<file path="config.mk">
export PLATFORM = sky130hd
export DESIGN_NAME = free_list
export DESIGN_NICKNAME = d
export VERILOG_FILES = /design/src/rtl/free_list_pkg.sv /design/src/rtl/free_list.sv
export SDC_FILE = /design/constraint.sdc
export NUM_CORES = 1
export LEC_CHECK = 0
export BUFFER_PORTS_ARGS = -buffer_cell sky130_fd_sc_hd__buf_2
export CELL_PAD_IN_SITES_DETAIL_PLACEMENT = 1
export CELL_PAD_IN_SITES_GLOBAL_PLACEMENT = 1
export CORE_ASPECT_RATIO = 1.75
export CORE_UTILIZATION = 52
export DETAILED_ROUTE_END_ITERATION = 10
export PLACE_DENSITY = 0.85
export SYNTH_ARGS = -nofsm -noshare
export SYNTH_HDL_FRONTEND = slang
export SYNTH_SLANG_ARGS = --single-unit
</file>
<file path="constraint.sdc">
create_clock -name clk -period 2.85 [get_ports clk]
set_input_delay 0.57 -clock clk [delete_from_list [all_inputs] [get_ports clk]]
set_output_delay 0.57 -clock clk [all_outputs]
set_load 0.01 [all_outputs]
</file>
<file path="src/rtl/free_list_pkg.sv">
// rtl/free_list_pkg.sv - sizing constants and types for the rename free list
package free_list_pkg;

  localparam int NUM_PHYS_REG = 64;
  localparam int NUM_ARCH_REG = 32;
  localparam int FL_DEPTH     = NUM_PHYS_REG - NUM_ARCH_REG;
  localparam int PIDX_W       = $clog2(NUM_PHYS_REG);
  localparam int FL_IDX_W     = $clog2(FL_DEPTH);
  localparam int FL_PTR_W     = FL_IDX_W + 1;

  typedef logic [PIDX_W-1:0]   pidx_t;
  typedef logic [FL_PTR_W-1:0] fl_ptr_t;
  typedef logic [FL_IDX_W-1:0] fl_idx_t;

  localparam fl_ptr_t FL_PTR_ONE  = fl_ptr_t'(1);
  localparam fl_ptr_t FL_PTR_FULL = fl_ptr_t'(FL_DEPTH);
  localparam pidx_t   FL_CNT_MAX  = pidx_t'(FL_DEPTH);

  // Storage slot addressed by a pointer (drops the wrap bit).
  function automatic fl_idx_t ptr_idx(input fl_ptr_t p);
    return p[FL_IDX_W-1:0];
  endfunction

endpackage

</file>
<file path="src/rtl/free_list.sv">
// rtl/free_list.sv - circular FIFO of free physical register indices
module free_list
  import free_list_pkg::*;
(
  input  logic              clk,
  input  logic              rst,
  input  logic              enqueue,
  input  logic [PIDX_W-1:0] pd_free,
  input  logic              dequeue,
  output logic [PIDX_W-1:0] pd_alloc,
  output logic              empty,
  output logic              full,
  input  logic              flush,
  output logic [PIDX_W-1:0] count
);

  pidx_t   mem_q [FL_DEPTH];
  fl_ptr_t head_q, head_d;
  fl_ptr_t tail_q, tail_d;
  logic    deq_eff;

  // Status is purely a function of the pointers; pd_alloc is show-ahead.
  always_comb begin
    empty    = (head_q == tail_q);
    full     = (ptr_idx(head_q) == ptr_idx(tail_q)) &&
               (head_q[FL_PTR_W-1] != tail_q[FL_PTR_W-1]);
    count    = pidx_t'(tail_q - head_q);
    pd_alloc = mem_q[ptr_idx(head_q)];
  end

  // Pointer next state. On flush every pd not in the committed map is free
  // again, so head is placed exactly one lap behind the post-enqueue tail.
  always_comb begin
    deq_eff = dequeue && !empty && !flush;
    tail_d  = enqueue ? (tail_q + FL_PTR_ONE) : tail_q;
    head_d  = head_q;
    if (flush) begin
      head_d = {~tail_d[FL_PTR_W-1], tail_d[FL_PTR_W-2:0]};
    end else if (deq_eff) begin
      head_d = head_q + FL_PTR_ONE;
    end
  end

  // State update; reset reloads the initial image of pds NUM_ARCH_REG..
  always_ff @(posedge clk) begin
    if (rst) begin
      head_q <= '0;
      tail_q <= FL_PTR_FULL;
      for (int i = 0; i < FL_DEPTH; i++) begin
        mem_q[i] <= pidx_t'(NUM_ARCH_REG + i);
      end
    end else begin
      head_q <= head_d;
      tail_q <= tail_d;
      if (enqueue) begin
        mem_q[ptr_idx(tail_q)] <= pd_free;
      end
    end
  end

`ifndef SYNTHESIS
  // Protocol checks on the retirement side and occupancy sanity.
  always_ff @(posedge clk) begin
    if (!rst) begin
      assert (!(enqueue && full))
        else $error("free_list: enqueue while full");
      assert (!(enqueue && pd_free == '0))
        else $error("free_list: pd 0 freed");
      assert (count <= FL_CNT_MAX)
        else $error("free_list: count above depth");
    end
  end
`endif

endmodule
</file>
==> out/results.tsv <==
metric	value	unit
cts_root_buf	clkbuf_16	
final.period_utilization	99.1	%
crit_fanout	13	
numCtsBuffers	20	
postCtsHoldBufs	0	
worst_pin_slew	0.885	ns
vias	6578	
seq_area_frac_synth	62.6	%
leakage	3.24	nW
grt_max_degree	38	
diodes	0	
yosysWarnings	0	
ys_seq_elements	209	
fin_nets	781	
total_power	0.00679	W
die_height	183	um
setup_viol	0	
timing.hold.ws	0.327	ns
yosysUniqueCellTypes	43	
slew_headroom	40.4	%
fmax	0.354	GHz
path_cells	bufbuf_16 > mux4_2 > o22ai_1 > nor4_1 > buf_2	
start_kind	register	
cp_data_arrival_time	2.26	ns
dpl_cell_area	0.0103	mm2
slew_viol_final	0	
syn_area	0.00975	mm2
hold_path.class	in -> reg	
stdcell_count	1007	
clock_sinks	209	
initial_core_util	53.5	%
stdcell_area	0.0111	mm2
fillers	1782	
htreeDepth	1	
die_area	0.0193	mm2
outcome	finished clean	
wl_per_cell	28.1	um
ant_nets	0	
worst_ep_required_time	2.28	ns
cts_tree	done	
dr.pass1.iters	5	
maxCapViolCount	0	
grt_pass1_vias	7093	
drive_gt1_share	22.6	%
slowest_stage	mux4_2	
synth_cells	734	
powerDensity	613	mW/mm2
path_buf_inv	2	
clk_latency	0.50	ns
grt_overflow_total	0	
finalCoreUtilization	60.8	%
hold_viol	0	
avgSynthCellArea	13.3	um2
synth_top_flop_cell	edfxtp_1	
syn-num-nets	756	
crit_path_end_kind	primary output	
drc	0	
grt_antenna_before_repair	0	
num_rows	65	
cpPeakStageDelay	0.52	ns
port_buffers	24	
critPathKind	reg -> out	
ir_worst_vdd	0.501	mV
skew	0.0126	ns
synth_edf_count	192	
ios	25	
dpl.hpwl	18.6	mm
syn2layout_area_growth	13.7	%
synthTopCellsByArea	edfxtp_1 59%, mux4_2 11%, or3_1 4.0%	
dp.cells	969	
synth_top_area_share	59.1	%
final_common_cell	edfxtp_1	
routed_wl	28.3	mm
core	0.0182	mm2
postSynth.asyncResetShare	0	%
clkSlewWorstSetupHoldPaths	0.07	ns
grt_use_total	30.6	%
synth_top_area_cell	edfxtp_1	
grt_pass1_wl	43.4	mm
clockBufferDepth	3	
viasPerCell	6.53	
drt_iter0_drc	533	
globalplace.congestion	0.882	
critPathTopFamily	multiplexers	
die_x	106	um
min_period	2.83	ns
layout_common_cells	192 x edfxtp_1, 67 x nand2_1, 63 x or3_1	
==> through the flow <==
step	setup TNS [ns]	setup slack (ns)
final	0	0.0245
after global routing	-0.0532	-0.0359
after detailed placement	0	0.432
after global placement	0	0.534
after CTS	0	0.000195
after floorplan	0	0.659
==> synthesized netlist by cell type, types with 2 or more instances <==
cell type	instances
buf_1	3
nand3_1	3
a21oi_1	8
nor2b_1	2
nand3b_1	6
o211ai_1	2
and4_1	2
a21o_1	3
dfxtp_1	17
or3_1	63
and2_1	28
nor2_1	44
nand2b_1	2
mux4_2	48
nand4_1	4
o211a_1	2
o31a_1	2
xnor2_1	6
buf_4	3
inv_1	17
nor3_1	49
o22ai_1	24
or3b_2	2
xor2_1	6
buf_2	7
or2_1	3
a31oi_1	4
or2_2	2
mux2i_1	2
nor4_1	6
clkbuf_1	57
edfxtp_1	192
ha_1	10
o21ai_0	29
o21a_1	2
nand2_1	67
==> logic make-up (layout without fill, tap and decap cells) <==
family / Yosys count / count (layout) / share of synthesized area [%]
AOI/OAI and AO/OA: 79 / 79 / 4.89
xor gates and xnor gates: 12 / 12 / 1.08
adders and majority gates: 11 / 11 / 1.49
buffers and inverters: 88 / 127 / 3.67
DFF: 209 / 209 / 62.6
muxes: 50 / 50 / 11.3
and+or+nand+nor: 285 / 285 / 15.0
==> registers in the layout (all words and copies together) (netlist names), named ones only <==
signal and cells:
head_q 6, mem_q 192, tail_q 6
==> worst reg2reg max path, delay by kind of cell, from the launching register on <==
| kind | cells | cell delay, ns |
|---|---|---|
| adders and majority gates | 1 | 0.25 |
| and+or+nand+nor | 3 | 0.99 |
| buffers and inverters | 1 | 0.40 |
| DFF | 1 | 0.43 |
==> path summary, 6_finish.rpt <==
| check | start | end | slack, ns | cells past startpoint |
|---|---|---|---|---|
| max | register | pd_alloc[0] | 0.02 | 5 |
| min | rst | tail_q[0] | 0.33 | 2 |
| max reg2reg | tail_q[1] | mem_q[31][1] | 0.52 | 5 |
| min reg2reg | head_q[4] | head_q[5] | 0.57 | 2 |
==> cell type report <==
cell class	instances	area, um2	share of cell area [%]
inverters	17	63.8	0.576
multi-input cells	437	3370	30.4
well taps	234	293	2.64
clock inverters	14	121	1.10
flip-flops and latches	209	6120	55.3
repair buffers	74	578	5.22
clock buffers	22	529	4.78
==> where the power goes <==
part	internal (W)	leakage [nW]	switching [W]	total [W]
clock	0.00152	0.314	0.00115	0.00268
combinational	0.000265	1.20	0.000401	0.000666
sequential	0.00340	1.73	0.0000530	0.00345
total	0.00519	3.24	0.00161	0.00679
==> timing repair <==
item	CTS	global route
setup endpoints to repair	7	7
gates cloned	1	0
resized for setup	12	11
setup buffers	0	1
==> routing by layer <==
layer	global-route usage, %	vias up	wire length (um)
li1	-	2819	-
met1	35.0	3372	9940
met2	56.6	313	15500
met3	3.80	74	1660
met4	13.9	0	1250
met5	0	-	0
(Power assumes the default switching activity.)
